--- config.mk ---
export PLATFORM = sky130hd
export DESIGN_NAME = icache_rd_direct
export DESIGN_NICKNAME = d
export VERILOG_FILES = /design/src/rtl/icache_pkg.sv /design/src/rtl/icache_line_store.sv /design/src/rtl/icache_rd_direct.sv
export SDC_FILE = /design/constraint.sdc
export NUM_CORES = 1
export LEC_CHECK = 0
export ABC_AREA = 1
export CORE_UTILIZATION = 56
export CTS_CLUSTER_SIZE = 25
export DETAILED_ROUTE_END_ITERATION = 10
export PLACE_DENSITY_LB_ADDON = 0.1
export SLEW_MARGIN = 20
export SYNTH_ARGS = -nofsm -noshare
export SYNTH_HDL_FRONTEND = slang
export SYNTH_SLANG_ARGS = --single-unit
--- constraint.sdc ---
create_clock -name clk -period 2.5 [get_ports clk]
set_input_delay 0.625 -clock clk [delete_from_list [all_inputs] [get_ports clk]]
set_output_delay 0.625 -clock clk [all_outputs]
set_load 0.05 [all_outputs]
--- src/rtl/icache_pkg.sv ---
// rtl/icache_pkg.sv - shared types and constants for the direct-mapped read cache
package icache_pkg;

  localparam int ADDR_W     = 10;
  localparam int DATA_W     = 8;
  localparam int OFFSET_W   = 2;
  localparam int LINE_BYTES = 4;
  localparam logic [1:0] BURST_LEN = 2'd3;

  typedef enum logic [2:0] {
    ST_IDLE,
    ST_LOOKUP,
    ST_MISS_REQ,
    ST_REFILL,
    ST_RESP
  } state_t;

endpackage

--- src/rtl/icache_line_store.sv ---
// rtl/icache_line_store.sv - valid/tag/data flop arrays with flush-all, byte and tag write ports
module icache_line_store
  import icache_pkg::*;
#(
  parameter int LINES = 16,
  parameter int IDX_W = 4,
  parameter int TAG_W = 4
) (
  input  logic                         clk,
  input  logic                         reset,
  input  logic                         flush_all,
  input  logic                         byte_we,
  input  logic [IDX_W-1:0]             wr_idx,
  input  logic [OFFSET_W-1:0]          byte_sel,
  input  logic [DATA_W-1:0]            byte_data,
  input  logic                         tag_we,
  input  logic                         tag_valid,
  input  logic [TAG_W-1:0]             tag_data,
  input  logic [IDX_W-1:0]             rd_idx,
  output logic                         rd_valid,
  output logic [TAG_W-1:0]             rd_tag,
  output logic [LINE_BYTES*DATA_W-1:0] rd_line
);

  logic [LINES-1:0]            valid_q;
  logic [TAG_W-1:0]            tag_q  [LINES];
  logic [LINE_BYTES*DATA_W-1:0] data_q [LINES];

  // Valid bits: cleared by reset or flush, otherwise updated through the tag port.
  always_ff @(posedge clk) begin
    if (reset || flush_all) begin
      valid_q <= '0;
    end else if (tag_we) begin
      valid_q[wr_idx] <= tag_valid;
    end
  end

  // Tags need no reset; they are only meaningful while the valid bit is set.
  always_ff @(posedge clk) begin
    if (tag_we) begin
      tag_q[wr_idx] <= tag_data;
    end
  end

  // One refill beat lands in one byte lane of the line.
  always_ff @(posedge clk) begin
    if (byte_we) begin
      data_q[wr_idx][{byte_sel, 3'b000} +: DATA_W] <= byte_data;
    end
  end

  assign rd_valid = valid_q[rd_idx];
  assign rd_tag   = tag_q[rd_idx];
  assign rd_line  = data_q[rd_idx];

endmodule

--- src/rtl/icache_rd_direct.sv ---
// rtl/icache_rd_direct.sv - direct-mapped read-only byte cache; ICACHE_PERF_EN adds hit/miss counters
module icache_rd_direct
  import icache_pkg::*;
#(
  parameter int LINES = 16
) (
  input  logic              clk,
  input  logic              reset,
  input  logic              cpu_req,
  input  logic [ADDR_W-1:0] cpu_addr,
  input  logic              cpu_flush,
  output logic              cpu_ready,
  output logic              cpu_rvalid,
  output logic [DATA_W-1:0] cpu_rdata,
  output logic              mem_rreq,
  output logic [ADDR_W-1:0] mem_raddr,
  output logic [1:0]        mem_burst_len,
  input  logic [DATA_W-1:0] mem_rdata,
  input  logic              mem_rvalid,
  input  logic              mem_rlast
`ifdef ICACHE_PERF_EN
  ,
  output logic [15:0]       hit_cnt,
  output logic [15:0]       miss_cnt
`endif
);

  localparam int IDX_W = $clog2(LINES);
  localparam int TAG_W = 8 - IDX_W;

  state_t                       state_q, state_d;
  logic                         ready_q;
  logic [ADDR_W-1:0]            addr_q;
  logic [OFFSET_W-1:0]          cnt_q;
  logic [OFFSET_W-1:0]          off;
  logic [IDX_W-1:0]             idx;
  logic [TAG_W-1:0]             tag;
  logic                         rd_valid;
  logic [TAG_W-1:0]             rd_tag;
  logic [LINE_BYTES*DATA_W-1:0] rd_line;
  logic                         hit;
  logic                         flush_all;
  logic                         byte_we;
  logic                         tag_we;
  logic                         tag_valid;

  assign off  = addr_q[OFFSET_W-1:0];
  assign idx  = addr_q[OFFSET_W +: IDX_W];
  assign tag  = addr_q[ADDR_W-1 -: TAG_W];
  assign hit  = rd_valid && (rd_tag == tag);
  assign mem_burst_len = BURST_LEN;

  icache_line_store #(
    .LINES (LINES),
    .IDX_W (IDX_W),
    .TAG_W (TAG_W)
  ) u_store (
    .clk       (clk),
    .reset     (reset),
    .flush_all (flush_all),
    .byte_we   (byte_we),
    .wr_idx    (idx),
    .byte_sel  (cnt_q),
    .byte_data (mem_rdata),
    .tag_we    (tag_we),
    .tag_valid (tag_valid),
    .tag_data  (tag),
    .rd_idx    (idx),
    .rd_valid  (rd_valid),
    .rd_tag    (rd_tag),
    .rd_line   (rd_line)
  );

  // State register; ready_q keeps cpu_ready low for the whole reset and the cycle leaving it.
  always_ff @(posedge clk) begin
    if (reset) begin
      state_q <= ST_IDLE;
      ready_q <= 1'b0;
    end else begin
      state_q <= state_d;
      ready_q <= 1'b1;
    end
  end

  // Latch the accepted address and count refill beats (restarted from the request cycle).
  always_ff @(posedge clk) begin
    if (reset) begin
      addr_q <= '0;
      cnt_q  <= '0;
    end else begin
      if (state_q == ST_IDLE && state_d == ST_LOOKUP) begin
        addr_q <= cpu_addr;
      end
      if (state_q == ST_MISS_REQ) begin
        cnt_q <= '0;
      end else if (state_q == ST_REFILL && mem_rvalid) begin
        cnt_q <= cnt_q + 2'd1;
      end
    end
  end

  // Next state, port outputs and store write controls, all decoded from registered state.
  always_comb begin
    state_d    = state_q;
    cpu_ready  = 1'b0;
    cpu_rvalid = 1'b0;
    cpu_rdata  = '0;
    mem_rreq   = 1'b0;
    mem_raddr  = '0;
    flush_all  = 1'b0;
    byte_we    = 1'b0;
    tag_we     = 1'b0;
    tag_valid  = 1'b0;
    case (state_q)
      ST_IDLE: begin
        cpu_ready = ready_q && !cpu_flush;
        if (cpu_flush) begin
          flush_all = 1'b1;
        end else if (cpu_req && ready_q) begin
          state_d = ST_LOOKUP;
        end
      end
      ST_LOOKUP: begin
        if (hit) begin
          cpu_rvalid = 1'b1;
          cpu_rdata  = rd_line[{off, 3'b000} +: DATA_W];
          state_d    = ST_IDLE;
        end else begin
          tag_we  = 1'b1;
          state_d = ST_MISS_REQ;
        end
      end
      ST_MISS_REQ: begin
        mem_rreq  = 1'b1;
        mem_raddr = {addr_q[ADDR_W-1:OFFSET_W], 2'b00};
        state_d   = ST_REFILL;
      end
      ST_REFILL: begin
        if (mem_rvalid) begin
          byte_we = 1'b1;
          if (mem_rlast) begin
            tag_we    = 1'b1;
            tag_valid = 1'b1;
            state_d   = ST_RESP;
          end
        end
      end
      ST_RESP: begin
        cpu_rvalid = 1'b1;
        cpu_rdata  = rd_line[{off, 3'b000} +: DATA_W];
        state_d    = ST_IDLE;
      end
      default: state_d = ST_IDLE;
    endcase
  end

`ifdef ICACHE_PERF_EN
  logic [15:0] hit_cnt_q;
  logic [15:0] miss_cnt_q;

  // Saturating lookup outcome counters; only reset clears them.
  always_ff @(posedge clk) begin
    if (reset) begin
      hit_cnt_q  <= '0;
      miss_cnt_q <= '0;
    end else if (state_q == ST_LOOKUP) begin
      if (hit && hit_cnt_q != 16'hFFFF) begin
        hit_cnt_q <= hit_cnt_q + 16'd1;
      end
      if (!hit && miss_cnt_q != 16'hFFFF) begin
        miss_cnt_q <= miss_cnt_q + 16'd1;
      end
    end
  end

  assign hit_cnt  = hit_cnt_q;
  assign miss_cnt = miss_cnt_q;
`endif

`ifndef SYNTHESIS
  // A burst must end on its fourth beat; the line is still marked valid if it does not.
  always_ff @(posedge clk) begin
    if (!reset && state_q == ST_REFILL && mem_rvalid && mem_rlast) begin
      assert (cnt_q == 2'd3);
    end
  end
`endif

endmodule

==> results.cfg, run 1 <==
[run_status]
status = finished, violations left
failing_checks = setup timing

[cts]
clockRootBuffer = sky130_fd_sc_hd__clkbuf_16
cts_max_level = 2
ctsHoldBuffers = 0
tritoncts.num_buffers = 59
clock_latency_ns = 0.63
clock_path_buffers = 3
cts_tree = yes
tritoncts_num_sinks = 612
path_clk_slew_ns = 0.06

[final_layout]
drive_gt1_share_pct = 20.4
antenna_cells_inserted = 0
area_growth_from_synthesis_to_layout_pct = 25.1
final-instance-count-excl-fill = 2957
seq_area_mm2 = 0.0180
utilization_pct = 71.8
finalNetCount = 2356
multi_input_area_mm2 = 0.00637
n_fill_cell = 2947

[power_and_ir_drop]
irDropWorstVdd_v = 0.000644
p_leak_nw = 11.9
p_per_area_mw_per_mm2 = 700

[route]
avgRoutedWirePerCell_um = 24.3
vias_per_cell = 6.15
wirelength_met1_mm = 27.7
detail_route.drc_violations = 0
drt-pass1-iter-count = 5
route.vias.total = 18200
dr.first_iter.drc_count = 2252
routed.top_layer = met4
met3_wirelength_mm = 7.12
ant_nets = 0
wl_mm = 71.8
dr_wl_met2_mm = 33.8

[worst_setup_path]
worstPathBufferInverterCount = 5
timing.critical_path.slowest_stage_cell = sky130_fd_sc_hd__o211ai_1
crit_path_frequent_cell = sky130_fd_sc_hd__buf_12
worstPathArrival_ns = 2.97
crit_family = compound AO/OA/AOI/OAI gates
critPathLaunchType = flop
critical_path.max_fanout = 6
cp-end-kind = output pin
critical_path_required_ns = 1.88
critical_path.max_stage_delay_ns = 0.44
critical_path_class = flop to output pin
critical_path.cell_chain = buf_12 -> buf_12 -> buf_16 -> buf_4 -> o21ai_0 -> o22ai_1 -> o21ai_1 -> o211ai_1 -> nand3_2 -> a21boi_4 -> buf_12

[sta]
worst-slew-pin-transition_ns = 0.811
fmaxAchievable_mhz = 278
slew_violations = 0
min_period_ns = 3.60
report.final.hold_viol_count = 0
fraction_of_the_cycle_the_final_worst_path_needs_pct = 144
final.setup.tns_ns = -20.48
max-slew-margin-rel_pct = 45.5
timing.clock.skew_ns = 0.0165
grt_setup_unrepaired = true
timing.final.setup_violations = 89
finalWorstSetupSlack_ns = -1.10

[yosys]
post_synth_and_or_nand_nor_area_fraction_pct = 12.0
combinational_family_with_the_most_area_after_synthesis = simple AND/OR/NAND/NOR gates
yosys_register_bits = 612
synth_compound_gate_area_share_pct = 11.5
synth.distinct_cells = 32
synth_area_mm2 = 0.0249
synth-seq-area-share_pct = 72.3
post_synth.cell_area_avg_um2 = 12.0
syn-instance-count = 2070
synth-adder-area-share_pct = 0.201
warnings_synthesis = 0
synthXorXnorAreaFrac_pct = 0
post_synth_mux_area_share_pct = 0

[placed_design]
placed_cells = 2804
dp_hpwl_mm = 43.7
place_congestion = 0.949
numPortBuffers = 42

[die]
die_w_um = 213
io-pin-count = 47
floorplan.die.height_um = 213
std_cell_rows = 76
floorplan.core_area_mm2 = 0.0435
dieArea_mm2 = 0.0454
start_util_pct = 57.4

[run]
max_cap_violations = 0

[global_routing]
grt_use_total_pct = 32.2
antenna_found_initial = 0
globalRoute.totalOverflow = 0
first_pass_grt_wire_length_mm = 106
via_count_of_the_first_global_routing_pass = 17400
grt_start_max_net_pins = 38

[hold_path]
hold_path_class = flop to flop
[final timing paths]
path / start / to / slack [ns] / cells past startpoint
setup / recovery: flop / cpu_rdata[1] / -1.10 / 11
hold / removal: u_store.valid_q[10] / u_store.valid_q[10] / 0.47 / 2
hold reg to reg: u_store.valid_q[10] / u_store.valid_q[10] / 0.47 / 2
setup reg to reg: flop / u_store.valid_q[1] / -0.23 / 20
[cells by family (layout without fill, tap and decap cells)]
kind of cell	after synthesis	in the layout
other cells	2	4
compound gates	475	475
simple gates	735	736
buf+inv	242	541
flops	612	612
fa+ha+maj	4	4
[power by group]
| group | internal (mW) | switching, mW |
|---|---|---|
| combinational | 0.705 | 1.11 |
| clock | 5.11 | 3.76 |
| sequential | 11.1 | 0.0270 |
| total | 16.9 | 4.90 |
[layer usage]
metal  up-vias  GRT usage, %
met1      8943          43.7
met5         -             0
met4         0          14.7
met3       184          5.57
met2      1022          50.9
li1       8048             -
[cell usage after synthesis, drive strengths merged]
cell      n  share of area (%)
a21boi    8               0.24
nor2    408                6.2
nand2   174                2.8
o21ai   286                5.8
ha        4               0.20
buf      44                1.0
nor3     10               0.20
o211ai    9               0.27
a31oi     1              0.025
and3b     1              0.035
clkinv    5              0.075
inv      98                1.5
nand3   141                2.9
clkbuf   95                1.4
o221ai  102                3.6
dfxtp    36                2.9
edfxtp  576                 69
a32o      4               0.16
conb      2              0.030
o22ai    22               0.55
nand4     1              0.025
a21oi    43               0.86
[layout by cell type (no fill, tap or decap), types with 11 or more instances in the layout]
master	instances
sky130_fd_sc_hd__buf_4	226
sky130_fd_sc_hd__inv_1	82
sky130_fd_sc_hd__clkbuf_1	12
sky130_fd_sc_hd__edfxtp_1	576
sky130_fd_sc_hd__o22ai_1	22
sky130_fd_sc_hd__buf_12	51
sky130_fd_sc_hd__clkbuf_16	66
sky130_fd_sc_hd__nor2_1	398
sky130_fd_sc_hd__nand3_1	124
sky130_fd_sc_hd__a21oi_1	41
sky130_fd_sc_hd__o21ai_0	276
sky130_fd_sc_hd__clkinv_1	16
sky130_fd_sc_hd__inv_2	13
sky130_fd_sc_hd__clkdlybuf4s50_1	23
sky130_fd_sc_hd__buf_16	11
sky130_fd_sc_hd__dfxtp_1	31
sky130_fd_sc_hd__o221ai_1	99
sky130_fd_sc_hd__nand3_2	16
sky130_fd_sc_hd__nand2_1	153
sky130_fd_sc_hd__nand2_4	17
[final cells by class]
cell class | instances | area share, %
clock buffers | 77 | 5.29
repair inverters | 3 | 0.0842
multi-input cells | 1219 | 20.4
inverters | 103 | 1.39
well taps | 585 | 2.35
flip-flops and latches | 612 | 57.8
clock inverters | 28 | 0.810
repair buffers | 330 | 11.8
[per-stage QoR]
step / hold WS, ns / total power, mW / worst slack [ns] / cell area, µm²
6_report: 0.465 / 21.8 / -1.10 / 31200
4_1_cts: 0.465 / 21.8 / -0.989 / 31000
2_1_floorplan: 0.439 / 12.2 / -0.225 / 25100
5_1_grt: 0.479 / 22.3 / -1.15 / 31200
3_3_place_gp: 0.447 / 12.8 / -0.462 / 28100
3_5_place_dp: 0.455 / 12.9 / -0.454 / 28100
[state kept, by name, summed over array words and instances, names as in the netlist, named ones only]
signal / count
u_store.data_q: 512
u_store.tag_q: 64
u_store.valid_q: 16
addr_q: 10
state_q: 3
cnt_q: 2
ready_q: 1
[worst register-to-register path, delay by kind of cell, from the launching register on]
| kind | cells | cell delay, ns |
|---|---|---|
| simple gates | 12 | 1.21 |
| buf+inv | 6 | 0.86 |
| flops | 1 | 0.39 |
| compound gates | 2 | 0.19 |
[timing repair]
| item | in CTS | in global routing |
|---|---|---|
| endpoints found under the hold margin | 0 | 0 |
| gates resized for setup | 65 | 42 |
| setup buffers | 25 | 3 |
| endpoints found under the setup margin | 82 | 97 |
| gates cloned | 17 | 3 |
| pin swaps | 25 | 13 |
Power figures use the tool's default switching activity.
==> run 2, diff against run 1 <==
==> constraint.sdc (replaced) <==
create_clock -name clk -period 3 [get_ports clk]
set_input_delay 0.75 -clock clk [delete_from_list [all_inputs] [get_ports clk]]
set_output_delay 0.75 -clock clk [all_outputs]
set_load 0.05 [all_outputs]
==> results.cfg, run 2 (synthesis gave the netlist of run 1 again) <==
[die]
die_w_um = 213
start_util_pct = 57.4
dieArea_mm2 = 0.0454
floorplan.core_area_mm2 = 0.0435
std_cell_rows = 76
floorplan.die.height_um = 213
io-pin-count = 47

[sta]
timing.clock.skew_ns = 0.0139
fmaxAchievable_mhz = 274
report.final.hold_viol_count = 0
fraction_of_the_cycle_the_final_worst_path_needs_pct = 122
min_period_ns = 3.65
max-slew-margin-rel_pct = 33.2
worst-slew-pin-transition_ns = 0.998
finalWorstSetupSlack_ns = -0.647
grt_setup_unrepaired = true
slew_violations = 0
timing.final.setup_violations = 9

[route]
drt-pass1-iter-count = 5
ant_nets = 0
dr.first_iter.drc_count = 2167
detail_route.drc_violations = 0
wl_mm = 70.1
vias_per_cell = 6.11
avgRoutedWirePerCell_um = 24.4
route.vias.total = 17600

[placed_design]
numPortBuffers = 42
place_congestion = 0.908
dp_hpwl_mm = 43.2

[final_layout]
largestRegisters = u_store.data_q (512), u_store.tag_q (64), u_store.valid_q (16)
utilization_pct = 68.5
layout.cells.most_common = sky130_fd_sc_hd__edfxtp_1
largest_register = u_store.data_q
area_growth_from_synthesis_to_layout_pct = 19.4
layout_common_cells = sky130_fd_sc_hd__edfxtp_1, sky130_fd_sc_hd__nor2_1, sky130_fd_sc_hd__o21ai_0, sky130_fd_sc_hd__buf_4, sky130_fd_sc_hd__nand2_1
largest_register_ffs = 512
finalNetCount = 2273
drive_gt1_share_pct = 15.8

[worst_setup_path]
reg2reg_to = u_store.data_q[3][5]
crit-reg2reg-launch = cnt_q[1]
worstPathArrival_ns = 2.90
cp-end-kind = output pin
critPathLaunchType = flop
critical_path.max_fanout = 57
rrSetupSlack_ns = 0.50
ff2ff_path_depth = 6
critical_path_required_ns = 2.25
critical_path_class = flop to output pin

[cts]
tritoncts.num_buffers = 59
clock_path_buffers = 3
tritoncts_num_sinks = 612
ctsHoldBuffers = 0
clock_latency_ns = 0.63
cts_tree = yes
path_clk_slew_ns = 0.06
clockRootBuffer = sky130_fd_sc_hd__clkbuf_16
cts_max_level = 2

[run_status]
failing_checks = setup timing
status = finished, violations left

[global_routing]
grt_use_total_pct = 31.4
globalRoute.totalOverflow = 0
via_count_of_the_first_global_routing_pass = 16600
first_pass_grt_wire_length_mm = 103
grt_start_max_net_pins = 58
antenna_found_initial = 0

[hold_path]
min_path_cells = 2
worstHoldStart = u_store.valid_q[15]
min_to = u_store.valid_q[15]
hold_path_class = flop to flop

[run]
max_cap_violations = 0

[power_and_ir_drop]
p_leak_nw = 11.1
totalPowerFinal_mw = 17.8
irDropWorstVdd_v = 0.000578
p_per_area_mw_per_mm2 = 598
-- run 2: per-layer routing --
layer / part of all wire (%) / wire length (µm) / up-vias / track usage, %
li1: - / - / 7876 / -
met1: 42 / 29600 / 8710 / 45.5
met2: 46 / 32000 / 888 / 48.5
met3: 9.4 / 6590 / 115 / 5.90
met4: 2.8 / 1930 / 0 / 9.80
met5: 0 / 0 / - / 0
-- run 2: cell type report --
cell class                      count  area, µm²
Tap cell                          585        732
Antenna cell                        1       2.50
Clock buffer                       74       1550
Sequential cell                   612      18000
Multi-Input combinational cell   1218       6130
Inverter                          103        410
Timing Repair inverter              1       16.3
Clock inverter                     34        297
Timing Repair Buffer              250       2600
Fill cell                        3176      13700
-- run 2: power by group --
group	leakage [nW]	total [mW]	switching (mW)	internal, mW
combinational	3.99	1.30	0.851	0.448
clock	0.904	7.21	3.13	4.08
sequential	6.20	9.29	0.0203	9.27
total	11.1	17.8	4.00	13.8
-- run 2: worst max path at each step --
stage                          start           end  slack (ns)  cells past startpoint
final                           flop  cpu_rdata[7]       -0.65                     11
after global placement          flop  cpu_rdata[6]       -0.18                     11
after global routing            flop  cpu_rdata[1]       -0.77                     11
after floorplan           state_q[1]  mem_raddr[2]       -0.12                      6
after detailed placement        flop  cpu_rdata[3]       -0.13                     10
after CTS                       flop  cpu_rdata[5]       -0.60                     15
-- run 2: timing repair --
| item | 4_1_cts | 5_1_grt |
|---|---|---|
| gates resized for setup | 39 | 7 |
| gates cloned | 7 | 0 |
| endpoints found under the setup margin | 9 | 12 |
| setup buffers | 12 | 0 |
| pin swaps | 12 | 0 |
-- run 2: through the flow --
step,hold slack (ns),cell area (µm²),TNS [ns],setup WS [ns],std cells
global placement,0.451,27400,-0.441,-0.180,2750
global route,0.492,29800,-6.39,-0.770,2877
floorplan,0.439,25000,-0.962,-0.120,2072
finish,0.473,29800,-5.19,-0.647,2878
detailed placement,0.458,27400,-0.532,-0.129,2750
CTS,0.471,29700,-5.10,-0.603,2877
-- run 2: critical path: stages, from the launching register on --
cell                       delay, ns
sky130_fd_sc_hd__dfxtp_4        0.39
sky130_fd_sc_hd__buf_12         0.16
sky130_fd_sc_hd__inv_16         0.11
sky130_fd_sc_hd__buf_12         0.25
sky130_fd_sc_hd__nand2_1        0.08
sky130_fd_sc_hd__a32o_1         0.22
sky130_fd_sc_hd__a21oi_1        0.13
sky130_fd_sc_hd__o21ai_0        0.19
sky130_fd_sc_hd__nand3_1        0.21
sky130_fd_sc_hd__nand3_1        0.12
sky130_fd_sc_hd__a21boi_2       0.21
sky130_fd_sc_hd__buf_12         0.15
